**config.mk**
```make
export PLATFORM = sky130hd
export DESIGN_NAME = expr_lane_pipe_flat
export DESIGN_NICKNAME = d
export VERILOG_FILES = /design/src/rtl/expr_lane_if.sv /design/src/rtl/expr_lane_pipe.sv /design/src/flat_wrapper.sv
export SDC_FILE = /design/constraint.sdc
export NUM_CORES = 1
export LEC_CHECK = 0
export CAP_MARGIN = 20
export CORE_MARGIN = 1.5
export CORE_UTILIZATION = 55
export DETAILED_ROUTE_END_ITERATION = 10
export PLACE_DENSITY = 0.77
export SYNTH_ARGS = -nofsm -noshare
export SYNTH_HDL_FRONTEND = slang
export SYNTH_SLANG_ARGS = --single-unit
```
**constraint.sdc**
```tcl
create_clock -name clk -period 6.7 [get_ports clk]
set_clock_uncertainty 0.15 [all_clocks]
set_input_delay 2.01 -clock clk [delete_from_list [all_inputs] [get_ports clk]]
set_output_delay 2.01 -clock clk [all_outputs]
set_load 0.01 [all_outputs]
```
**src/rtl/expr_lane_if.sv**
```systemverilog
// expr_lane_if: valid/ready operand beat in, result beat out, for expr_lane_pipe.
interface expr_lane_if #(parameter int LANES = 6, parameter int W = 6);
    logic                     in_valid, in_ready;
    logic [LANES*W-1:0]       a, b;
    logic [LANES*3-1:0]       op;
    logic                     out_valid, out_ready;
    logic [LANES*(W+1)-1:0]   y;
    modport master (output in_valid, a, b, op, out_ready, input in_ready, out_valid, y);
    modport slave  (input in_valid, a, b, op, out_ready, output in_ready, out_valid, y);
endinterface

```
**src/rtl/expr_lane_pipe.sv**
```systemverilog
// expr_lane_pipe: 2-stage multi-lane mixed-signedness ALU with valid/ready handshake
// and a running signature/transfer count of delivered results.
module expr_lane_pipe #(
    parameter int               LANES       = 6,
    parameter int               W           = 6,
    parameter logic [LANES-1:0] SIGNED_MASK = 6'b111000,
    parameter int               SIG_W       = 32,
    parameter int               CNT_W       = 16
) (
    input  logic             clk,
    input  logic             rst_n,
    expr_lane_if.slave       bus,
    input  logic             clear_i,
    output logic [SIG_W-1:0] sig_o,
    output logic [CNT_W-1:0] count_o
);
    localparam int YW  = LANES*(W+1);
    localparam int NCH = (YW+SIG_W-1)/SIG_W;

    logic                   s1_v_q, s2_v_q;
    logic [LANES*W-1:0]     a_q, b_q;
    logic [LANES*3-1:0]     op_q;
    logic [YW-1:0]          y_q, y_d;
    logic [SIG_W-1:0]       sig_q, sig_d, fold;
    logic [CNT_W-1:0]       cnt_q, cnt_d;
    logic [NCH*SIG_W-1:0]   y_pad;
    logic                   s1_adv, s2_adv, xfer;

    assign s2_adv        = !s2_v_q || bus.out_ready;
    assign s1_adv        = !s1_v_q || s2_adv;
    assign xfer          = s2_v_q && bus.out_ready;
    assign bus.in_ready  = s1_adv;
    assign bus.out_valid = s2_v_q;
    assign bus.y         = y_q;
    assign sig_o         = sig_q;
    assign count_o       = cnt_q;

    for (genvar g = 0; g < LANES; g++) begin : g_lane
        logic [W:0] ea, eb, r;
        logic [2:0] sh;
        logic       lt;
        always_comb begin
            ea = SIGNED_MASK[g] ? {a_q[g*W+W-1], a_q[g*W +: W]} : {1'b0, a_q[g*W +: W]};
            eb = SIGNED_MASK[g] ? {b_q[g*W+W-1], b_q[g*W +: W]} : {1'b0, b_q[g*W +: W]};
            sh = b_q[g*W +: 3];
            lt = SIGNED_MASK[g] ? ($signed(ea) < $signed(eb)) : (ea < eb);
            case (op_q[g*3 +: 3])
                3'd0:    r = ea + eb;
                3'd1:    r = ea - eb;
                3'd2:    r = ea & eb;
                3'd3:    r = ~(ea ^ eb);
                3'd4:    r = ea << sh;
                // $unsigned keeps the arithmetic shift self-determined inside the ternary
                3'd5:    r = SIGNED_MASK[g] ? $unsigned($signed(ea) >>> sh) : ea >> sh;
                3'd6:    r = {{W{1'b0}}, lt};
                default: r = {{W{1'b0}}, ~|(a_q[g*W +: W] ^ b_q[g*W +: W])};
            endcase
        end
        assign y_d[g*(W+1) +: W+1] = r;
    end

    always_comb begin
        y_pad = '0;
        y_pad[YW-1:0] = y_q;
        fold = '0;
        for (int i = 0; i < NCH; i++) fold = fold ^ y_pad[i*SIG_W +: SIG_W];
        sig_d = clear_i ? '0 : xfer ? {sig_q[SIG_W-2:0], sig_q[SIG_W-1]} ^ fold : sig_q;
        cnt_d = clear_i ? '0 : (xfer && cnt_q != '1) ? cnt_q + CNT_W'(1) : cnt_q;
    end

    always_ff @(posedge clk or negedge rst_n) begin
        if (!rst_n) begin
            s1_v_q <= 1'b0;
            s2_v_q <= 1'b0;
            a_q    <= '0;
            b_q    <= '0;
            op_q   <= '0;
            y_q    <= '0;
            sig_q  <= '0;
            cnt_q  <= '0;
        end else begin
            if (s1_adv) s1_v_q <= bus.in_valid;
            if (s1_adv && bus.in_valid) begin
                a_q  <= bus.a;
                b_q  <= bus.b;
                op_q <= bus.op;
            end
            if (s2_adv) s2_v_q <= s1_v_q;
            if (s2_adv && s1_v_q) y_q <= y_d;
            sig_q <= sig_d;
            cnt_q <= cnt_d;
        end
    end
endmodule

```
**src/flat_wrapper.sv**
```systemverilog
// flat-port wrapper written by rule: the top's interface ports become plain ports
module expr_lane_pipe_flat 
#(
    parameter int               LANES       = 6,
    parameter int               W           = 6,
    parameter logic [LANES-1:0] SIGNED_MASK = 6'b111000,
    parameter int               SIG_W       = 32,
    parameter int               CNT_W       = 16
)
  (clk, rst_n, clear_i, sig_o, count_o, bus_in_valid, bus_a, bus_b, bus_op, bus_out_ready, bus_in_ready, bus_out_valid, bus_y);
  expr_lane_if #(.LANES(LANES), .W(W)) bus_i ();
  input  logic clk;
  input  logic rst_n;
  input  logic clear_i;
  output logic [SIG_W-1:0] sig_o;
  output logic [CNT_W-1:0] count_o;
  input wire logic [$bits(bus_i.in_valid)-1:0] bus_in_valid;
  input wire logic [$bits(bus_i.a)-1:0] bus_a;
  input wire logic [$bits(bus_i.b)-1:0] bus_b;
  input wire logic [$bits(bus_i.op)-1:0] bus_op;
  input wire logic [$bits(bus_i.out_ready)-1:0] bus_out_ready;
  output wire logic [$bits(bus_i.in_ready)-1:0] bus_in_ready;
  output wire logic [$bits(bus_i.out_valid)-1:0] bus_out_valid;
  output wire logic [$bits(bus_i.y)-1:0] bus_y;
  assign bus_i.in_valid = bus_in_valid;
  assign bus_i.a = bus_a;
  assign bus_i.b = bus_b;
  assign bus_i.op = bus_op;
  assign bus_i.out_ready = bus_out_ready;
  assign bus_in_ready = bus_i.in_ready;
  assign bus_out_valid = bus_i.out_valid;
  assign bus_y = bus_i.y;
  expr_lane_pipe #(.LANES(LANES), .W(W), .SIGNED_MASK(SIGNED_MASK), .SIG_W(SIG_W), .CNT_W(CNT_W)) u_core (.clk(clk), .rst_n(rst_n), .bus(bus_i), .clear_i(clear_i), .sig_o(sig_o), .count_o(count_o));
endmodule
```
* Word-level counts from Yosys, hierarchy flattened *
Index checks and enable logic that the tools add are counted.
Widths: inputs -> output; s select.

storage, ports and cells
  flip-flop bits (word level) = 182
  memories kept = 0
  input bits = 95
  memory bits (read-only) = 0
  output and inout port bits = 92
  word-level logic and storage cells = 140
  latch bits = 0
  RAM bits = 0

operators by class
  equal/unequal tests = 37
  order comparisons = 6
  bitwise logic cells = 26
  add/subtract/negate cells = 13
  divide/modulo/power cells = 0
  reduce and logical (&&, ||, !) cells = 28
  mux-type cells = 10
  shifts and indexed selects = 12
  $mul = 0

operator list
  operator               number
  $pmux 7 s7             6
  $mux 32                2
  $eq 3x3->1 const B     18
  $xor 6x6->6            9
  $add 6x6->7            6
  $not 7->7              6
  $sub 6x6->7            6
  $eq 3x2->1 const B     12
  $lt 6x6->1             6
  $reduce_or 6->1        6
  $mux 16                2
  $xor 32x10->32         1
  $xor 32x32->32         1
  $and 7x7->7            3
  $shl 6x3->7            3
  $shl 7x3->7            3
  $shr 6x3->7            3
  $sshr 6x3->7           3
  $xor 7x7->7            3
  $and 6x6->6            3
  $eq 3x1->1 const B     6
  $logic_not 3->1        6
  $add 16x1->16 const B  1
  $ne 16x16->1 const B   1
  4 further kinds        16

* Depth between registers and ports, before layout *
Gate-level depths: netlist of the first run.

  depth in word-level cells = 4
  gate-level depth with buffers = 10
  mapped depth without buffers = 10

* Least setup slack after synthesis of the first run *
Ideal clock, no wire load.

  path kind = input to output
  start = input port bus_out_ready
  end = output port bus_in_ready
  arrival time = 2.224 ns
  path buffers = 0
  stages on the path = 1
  setup slack = 2.316 ns
  required time = 4.540 ns
  path through = nand3b_1

between the ends
  cells in the longest elaborated chain, start to end = 2

ends and longest elaborated chain
  what              line                  source
  start, declared   flat_wrapper.sv:21    input wire logic [$bits(bus_i.out_ready)-1:0] bus_out_ready;
  $logic_or 1x1->1  expr_lane_pipe.sv:29  assign s2_adv = !s2_v_q || bus.out_ready;
  $logic_or 1x1->1  expr_lane_pipe.sv:30  assign s1_adv = !s1_v_q || s2_adv;
  end, declared     flat_wrapper.sv:22    output wire logic [$bits(bus_i.in_ready)-1:0] bus_in_ready;

Every way passes these cells.

* Worst setup path after layout of the first run *
Same ends and word-level chain as after synthesis.

==> impl_metrics.json, run 1 <==
{
  "outcome": "completed",
  "cts.clk_slew.worst_paths_ns": 0.06,
  "fp.dieH_um": 163,
  "ys_seq_area_share_pct": 32.4,
  "cts.sinks": 182,
  "drv_slew": 0,
  "critPathKind": "in -> out",
  "path_buf_inv": 2,
  "worstPathMaxFanout": 4,
  "antenna_found_initial": 1,
  "yosysWarnings": 0,
  "fillers": 2050,
  "grt_usage_pct": 28.7,
  "critPathSlowestCell": "clkdlybuf4s50_1",
  "holdPathEnd": "u_core.bus.y[15]",
  "h-tree-depth": 4,
  "routed_wl_um": 37600,
  "worst_slew_pin_slew_ns": 1.13,
  "finalSetupViolations": 0,
  "drtIter0Drc": 1010,
  "hold_viol_final": 0,
  "chipWidth_um": 163,
  "p_leak_nw": 6.82,
  "root_buffer": "clkbuf_16",
  "syn_area_sq_mm": 0.0141,
  "portBuffers": 186,
  "die_area_sq_mm": 0.0266,
  "drtAntennaViolNets": 0,
  "critPathRequiredTime_ns": 4.54,
  "max_freq_ghz": 0.183,
  "post-route-util_pct": 65.6,
  "whs_path_depth": 2,
  "fp-row-count": 58,
  "ys.flop_type": "dfrtp_1",
  "place_congestion": 0.918,
  "synthDistinctLibCells": 80,
  "layout.nets": 1834,
  "gr-total-overflow": 0,
  "dr.pass1.iters": 5,
  "avgSynthCellArea_sq_um": 9.13,
  "r2r_slack_ns": 3.52,
  "maxCapViolations": 0,
  "final_cell_mix": "clkdlybuf4s50_1, dfrtp_1, nor2_1, nand2_1, mux2_2",
  "crit_path_end_kind": "output port",
  "vias": 12300,
  "initial_utilization_pct": 55.9,
  "p_total_mw": 4.69,
  "async_flop_share_pct": 100,
  "final_common_cell": "clkdlybuf4s50_1",
  "post-cts-setup-buffer-count": 0,
  "grt_max_degree": 98,
  "grt_pass1_wl_um": 61100,
  "arrival_ns": 3.30,
  "final.period_utilization_pct": 81.5,
  "ys_ff_latch": 182,
  "relSlewSlack_pct": 25.0,
  "num_io_pins": 187,
  "power_density_mw_per_mm2": 284,
  "ir_drop_mv": 0.162,
  "hp-start": "u_core.bus.y[15]",
  "regToRegStartpoint": "u_core.b_q[18]",
  "cts.hold.buffers_added": 0,
  "setup_tns_ns": 0,
  "reg2reg_to": "u_core.bus.y[23]",
  "grt_pass1_vias": 11800,
  "reg2reg_depth": 8,
  "wl_per_cell_um": 18.9,
  "areaGrowthSynthToFinish_pct": 17.3,
  "crit_top_cell": "clkdlybuf4s50_1",
  "crit_chain": "clkdlybuf4s50_1 -> nand3b_1 -> clkdlybuf4s50_1",
  "synthCells": 1542,
  "min_path_type": "reg -> reg",
  "avgViaCountPerCell": 6.20,
  "cts_tree": "yes",
  "clock_latency_ns": 0.43,
  "rsz0062_at_grt": "no",
  "synth_nets": 1730,
  "synth-edff-count": 0,
  "layout-drive-gt1-share_pct": 11.1,
  "cp_slowest_stage_delay_ns": 0.57,
  "post-route-drc-count": 0,
  "hpwl_um": 26400,
  "core_sq_mm": 0.0252,
  "crit_path_start_kind": "primary input",
  "crit_family": "buffers and inverters",
  "startpoint": "bus_out_ready",
  "cts_buffer_depth": 2,
  "numCtsBuffers": 17,
  "finalCriticalPeriod_ns": 5.46,
  "cts_resized": 0
}
==> kinds of logic (layout without fill, tap and decap cells) <==
logic type,after synthesis,in the layout,share of synthesized area [%]
compound gates,371,371,17.2
xor+xnor,73,73,4.54
fa+ha+maj,93,93,8.91
buf+inv,194,310,5.69
flops,182,182,32.4
mux,192,192,16.4
other cells,0,1,0
simple gates,437,437,14.9
==> state kept, by name, summed over array words and instances (netlist names) <==
| signal | cells |
|---|---|
| u_core.count_o | 16 |
| u_core.op_q | 18 |
| u_core.sig_o | 32 |
| u_core.s1_v_q | 1 |
| u_core.bus.out_valid | 1 |
| u_core.a_q | 36 |
| u_core.b_q | 36 |
| u_core.bus.y | 42 |
==> metrics by stage <==
step | std cells | hold WS (ns) | cell area (sq um) | worst slack [ns]
2_1_floorplan | 1542 | 0.335 | 14100 | 2.32
3_3_place_gp | 1956 | 0.365 | 15900 | 1.27
3_5_place_dp | 1956 | 0.379 | 15900 | 1.25
4_1_cts | 1987 | 0.396 | 16500 | 1.24
5_1_grt | 1988 | 0.427 | 16500 | 1.19
6_report | 1989 | 0.388 | 16500 | 1.24
==> cell usage after synthesis, types with 4 or more instances <==
master	instances	area (sq um)
nor3_1	35	175
or3_1	8	50.1
nor4_1	6	37.5
buf_1	9	33.8
nand2b_1	24	150
nand2_1	121	454
and2_1	10	62.6
ha_1	81	1010
a31oi_1	24	150
fa_1	12	240
nand3_1	22	110
nor2b_1	20	125
o211ai_1	20	150
inv_1	84	315
and3_1	9	56.3
clkbuf_1	52	195
a41oi_1	4	35.0
a21oi_1	98	490
mux2i_1	66	661
o21ai_0	71	355
a21o_1	7	52.6
a221oi_1	13	114
nor3b_1	6	45.0
buf_2	39	195
mux4_2	19	428
a2111oi_0	4	35.0
o221ai_1	4	35.0
o31ai_1	12	90.1
buf_4	4	30.0
dfrtp_1	182	4550
a211oi_1	42	315
nand3b_1	5	37.5
a22oi_1	4	30.0
nand4_1	23	144
o22ai_1	12	75.1
xor2_1	13	114
nor2_1	130	488
xnor2_1	60	526
o21bai_1	9	67.6
mux2_2	104	1170
==> tightest hold or removal path, cell delays in order (launching register included) <==
cell and delay, ns:
dfrtp_1 0.38, nand2_1 0.06, o21ai_0 0.06
==> report_power, final <==
group | leakage, nW | switching, mW | internal [mW]
Clock | 0.250 | 0.475 | 0.485
Combinational | 4.34 | 0.960 | 1.04
Sequential | 2.23 | 0.442 | 1.30
Total | 6.82 | 1.88 | 2.82
==> how the worst max path moves through the flow <==
stage              endpoint  cells past startpoint
6_report       bus_in_ready                      3
5_1_grt        bus_in_ready                      3
4_1_cts        bus_in_ready                      3
3_5_place_dp   bus_in_ready                      3
3_3_place_gp   bus_in_ready                      3
2_1_floorplan  bus_in_ready                      1
==> area by class of cell <==
class / count / area [sq um] / share of cell area (%)
clock inverter: 14 / 123 / 0.743
sequential: 182 / 4550 / 27.6
timing repair buffer: 191 / 1930 / 11.7
inverter: 88 / 330 / 2.00
multi-input combinational: 1166 / 8730 / 52.9
tap: 330 / 413 / 2.50
clock buffer: 17 / 425 / 2.58
antenna: 1 / 2.50 / 0.0152
==> layer usage <==
| layer | GRT usage, % | vias to the layer above | share of wire, % |
|---|---|---|---|
| met5 | 0 | - | 0 |
| met4 | 9.34 | 0 | 2.6 |
| met3 | 5.65 | 76 | 7.3 |
| met2 | 45.6 | 480 | 46 |
| met1 | 39.4 | 5995 | 44 |
| li1 | - | 5775 | - |
(Power assumes the default switching activity.)
==> run 2: changes to the inputs <==
- CORE_UTILIZATION: 55 -> 51
- PLACE_DENSITY: 0.77 -> 0.75
- clock period: 6.7 -> 5 ns (I/O delays scaled with it)
==> run 2 against run 1 <==
  * Sequential cell count unchanged
  * Design area increased by 0.21%
  * First-iteration DRC count shrank 9.5%
  * Count of clock-buffer cells in the layout rose by 1
  * Worst setup slack lost 0.73 ns
  * Sequential power grew 34%
  * Wire length about the same
  * Critical endpoint unchanged
==> impl_metrics.json, run 2 (synthesis results as in run 1) <==
{
  "holdPathEnd": "u_core.b_q[9]",
  "final_common_cell": "clkdlybuf4s50_1",
  "regToRegStartpoint": "u_core.b_q[18]",
  "hp-start": "u_core.b_q[9]",
  "die_area_sq_mm": 0.0286,
  "setup_tns_ns": 0,
  "grt_pass1_wl_um": 61700,
  "diodes": 0,
  "place_congestion": 0.939,
  "fp.dieH_um": 169,
  "whs_path_depth": 1,
  "grt_usage_pct": 26.6,
  "relSlewSlack_pct": 26.1,
  "largest_reg_flops": 42,
  "reg2reg_depth": 8,
  "clock_latency_ns": 0.44,
  "r2r_slack_ns": 1.68,
  "critPathRequiredTime_ns": 3.35,
  "avgViaCountPerCell": 6.13,
  "drtAntennaViolNets": 0,
  "numCtsBuffers": 17,
  "drv_slew": 0,
  "num_io_pins": 187,
  "fillers": 2370,
  "dr.pass1.iters": 5,
  "rsz0062_at_grt": "no",
  "layout.nets": 1835,
  "post-cts-setup-buffer-count": 0,
  "fp-row-count": 60,
  "cts_buffer_depth": 2,
  "hold_viol_final": 0,
  "areaGrowthSynthToFinish_pct": 17.6,
  "root_buffer": "clkbuf_16",
  "portBuffers": 186,
  "power_density_mw_per_mm2": 386,
  "hpwl_um": 26900,
  "critPathKind": "in -> out",
  "worst_slew_pin_slew_ns": 1.11,
  "grt_pass1_vias": 11800,
  "maxCapViolations": 0,
  "post-route-drc-count": 0,
  "max_freq_ghz": 0.223,
  "vias": 12300,
  "drtIter0Drc": 914,
  "finalSetupViolations": 0,
  "cts.clk_slew.worst_paths_ns": 0.07,
  "grt_max_degree": 105,
  "p_total_mw": 6.38,
  "multi_input_area_sq_mm": 0.00873,
  "cts_tree": "yes",
  "chipWidth_um": 169,
  "antenna_found_initial": 0,
  "p_leak_nw": 6.85,
  "crit_path_end_kind": "output port",
  "routed_wl_um": 37600,
  "reg2reg_to": "u_core.bus.y[23]",
  "final.period_utilization_pct": 89.8,
  "outcome": "completed",
  "final_cell_mix": "clkdlybuf4s50_1, dfrtp_1, nor2_1, nand2_1, mux2_2",
  "core_sq_mm": 0.0270,
  "cts_resized": 0,
  "min_path_type": "reg -> reg",
  "arrival_ns": 2.84,
  "worstPathMaxFanout": 4,
  "crit_path_start_kind": "primary input",
  "cts.sinks": 182,
  "layout-drive-gt1-share_pct": 11.1,
  "initial_utilization_pct": 52.1,
  "ir_drop_mv": 0.202,
  "gr-total-overflow": 0,
  "cts.hold.buffers_added": 0,
  "regArea_sq_mm": 0.00455,
  "finalCriticalPeriod_ns": 4.49,
  "wl_per_cell_um": 18.8,
  "h-tree-depth": 4
}
run 2: where the power goes:
part	switching (mW)	total (mW)	internal [mW]	leakage, nW
sequential	0.590	2.33	1.74	2.23
clock	0.671	1.38	0.705	0.276
combinational	1.29	2.68	1.39	4.34
run 2: area by class of cell:
class	instances	area share, %
sequential	182	27.5
clock inverter	14	0.862
multi-input combinational	1166	52.8
clock buffer	18	2.59
timing repair buffer	192	11.7
tap	341	2.58
inverter	88	2.00
run 2: how the worst max path moves through the flow:
stage,start,end,slack (ns),depth (start not counted)
after detailed placement,bus_out_ready,bus_in_ready,0.52,3
after CTS,bus_out_ready,bus_in_ready,0.51,3
after floorplan,bus_out_ready,bus_in_ready,1.64,1
after global routing,bus_out_ready,bus_in_ready,0.44,3
final,bus_out_ready,bus_in_ready,0.51,3
after global placement,bus_out_ready,bus_in_ready,0.54,3
run 2: per-stage QoR:
step / hold WS, ns / cell area, sq um / util, % / setup WS (ns) / instances
finish: 0.393 / 16500 / 61.2 / 0.508 / 2001
global route: 0.419 / 16500 / 61.2 / 0.440 / 2001
CTS: 0.392 / 16500 / 61.2 / 0.512 / 2001
detailed placement: 0.377 / 16000 / 59.1 / 0.523 / 1969
global placement: 0.373 / 16000 / 59.1 / 0.537 / 1969
floorplan: 0.335 / 14100 / - / 1.64 / 1542
run 2: per-layer routing:
metal	wire [um]	track usage [%]
met4	577	6.93
met3	2640	4.58
met5	0	0
met1	17200	37.3
met2	17300	42.7
run 2: critical path, stage by stage:
cell and delay [ns]:
clkdlybuf4s50_1 0.51, nand3b_1 0.22, clkdlybuf4s50_1 0.60
==> run 3: changes to the inputs <==
- PLACE_DENSITY: 0.75 -> not set
- PLACE_DENSITY_LB_ADDON: not set -> 0.1
==> run 3 against run 2 <==
  * Worst setup slack better by 0.051 ns
  * Combinational power hardly changed
  * Core utilization is 0.26 points higher
  * Critical path depth stayed put
  * Non-clock buffer count is 8 higher
  * Largest cell class unchanged
  * Largest power group unchanged
  * Highest routed layer unchanged
==> impl_metrics.json, run 3 (synthesis results as in run 1) <==
{
  "largest_reg_flops": 42,
  "final_cell_mix": "clkdlybuf4s50_1, dfrtp_1, nor2_1, nand2_1, mux2_2",
  "initial_utilization_pct": 52.1,
  "final.period_utilization_pct": 88.8,
  "num_io_pins": 187,
  "antenna_found_initial": 0,
  "cts_buffer_depth": 2,
  "finalSetupViolations": 0,
  "crit_path_end_kind": "output port",
  "fin_area_sq_mm": 0.0166,
  "cts_resized": 0,
  "hold_viol_final": 0,
  "avgViaCountPerCell": 6.04,
  "layout.nets": 1843,
  "ir_drop_mv": 0.226,
  "place_area_sq_mm": 0.0160,
  "crit_path_start_kind": "primary input",
  "regArea_sq_mm": 0.00455,
  "clock_latency_ns": 0.44,
  "h-tree-depth": 4,
  "post-route-drc-count": 0,
  "critPathKind": "in -> out",
  "place_congestion": 0.935,
  "dr.pass1.iters": 5,
  "drv_slew": 0,
  "chipWidth_um": 169,
  "setup_tns_ns": 0,
  "cts_tree": "yes",
  "areaGrowthSynthToFinish_pct": 18.1,
  "diodes": 0,
  "routed_wl_um": 38300,
  "critPathRequiredTime_ns": 3.35,
  "cts.clk_slew.worst_paths_ns": 0.08,
  "fillers": 2389,
  "final_common_cell": "clkdlybuf4s50_1",
  "worst_slew_pin_slew_ns": 0.954,
  "post-cts-setup-buffer-count": 0,
  "gr-total-overflow": 0,
  "drtIter0Drc": 776,
  "fp.dieH_um": 169,
  "grt_usage_pct": 27.0,
  "fp-row-count": 60,
  "wl_per_cell_um": 19.1,
  "finalCriticalPeriod_ns": 4.44,
  "multi_input_area_sq_mm": 0.00873,
  "p_leak_nw": 6.89,
  "relSlewSlack_pct": 36.4,
  "dp_cells": 1976,
  "fin_cells": 2009,
  "maxCapViolations": 0,
  "cts.sinks": 182,
  "grt_max_degree": 89,
  "rsz0062_at_grt": "no",
  "numCtsBuffers": 17,
  "min_path_type": "reg -> reg",
  "grt_pass1_wl_um": 61700,
  "die_area_sq_mm": 0.0286,
  "worstPathMaxFanout": 4,
  "vias": 12100,
  "outcome": "completed",
  "core_sq_mm": 0.0270,
  "hpwl_um": 27600,
  "portBuffers": 186,
  "grt_pass1_vias": 11800,
  "layout-drive-gt1-share_pct": 11.6,
  "drtAntennaViolNets": 0,
  "arrival_ns": 2.79,
  "power_density_mw_per_mm2": 385,
  "root_buffer": "clkbuf_16",
  "max_freq_ghz": 0.225,
  "cts.hold.buffers_added": 0
}
-- run 3: area by class of cell --
class / count / share of cell area, %
tap: 341 / 2.57
multi-input combinational: 1166 / 52.5
inverter: 88 / 1.99
clock buffer: 21 / 2.83
timing repair buffer: 200 / 12.0
sequential: 182 / 27.4
clock inverter: 11 / 0.678
-- run 3: where the power goes --
| group | total (mW) | internal [mW] | switching [mW] |
|---|---|---|---|
| registers | 2.32 | 1.74 | 0.579 |
| clock network | 1.37 | 0.738 | 0.633 |
| logic | 2.70 | 1.40 | 1.31 |
-- run 3: worst paths after layout --
kind | startpoint | to | depth (start not counted) | slack, ns
max in group asynchronous | rst_n | u_core.bus.y[39] | 2 | 2.83
worst max register to register | u_core.b_q[1] | u_core.bus.y[5] | 8 | 1.80
worst min-delay path | u_core.b_q[3] | u_core.b_q[3] | 1 | 0.39
worst min register to register | u_core.b_q[3] | u_core.b_q[3] | 1 | 0.39
worst max-delay path | bus_out_ready | bus_in_ready | 3 | 0.56
min in group asynchronous | rst_n | u_core.b_q[12] | 1 | 0.92
-- run 3: routing by layer --
metal	vias up	track usage [%]	share of wire (%)
li1	5779	-	-
met1	5907	34.7	44
met2	397	45.7	48
met3	56	5.33	5.6
met4	0	8.54	2.3
met5	-	0	0
-- run 3: through the flow --
step	power (mW)	utilization, %	hold WS, ns	setup WS, ns
finish	6.39	61.5	0.390	0.558
global route	6.80	61.5	0.406	0.513
CTS	6.40	61.4	0.397	0.551
detailed placement	5.01	59.3	0.381	0.556
global placement	4.96	59.3	0.369	0.580
floorplan	4.03	-	0.335	1.64
-- run 3: worst max-delay path: stages --
cell	delay, ns
clkdlybuf4s50_1	0.50
nand3b_1	0.21
clkdlybuf4s50_1	0.58
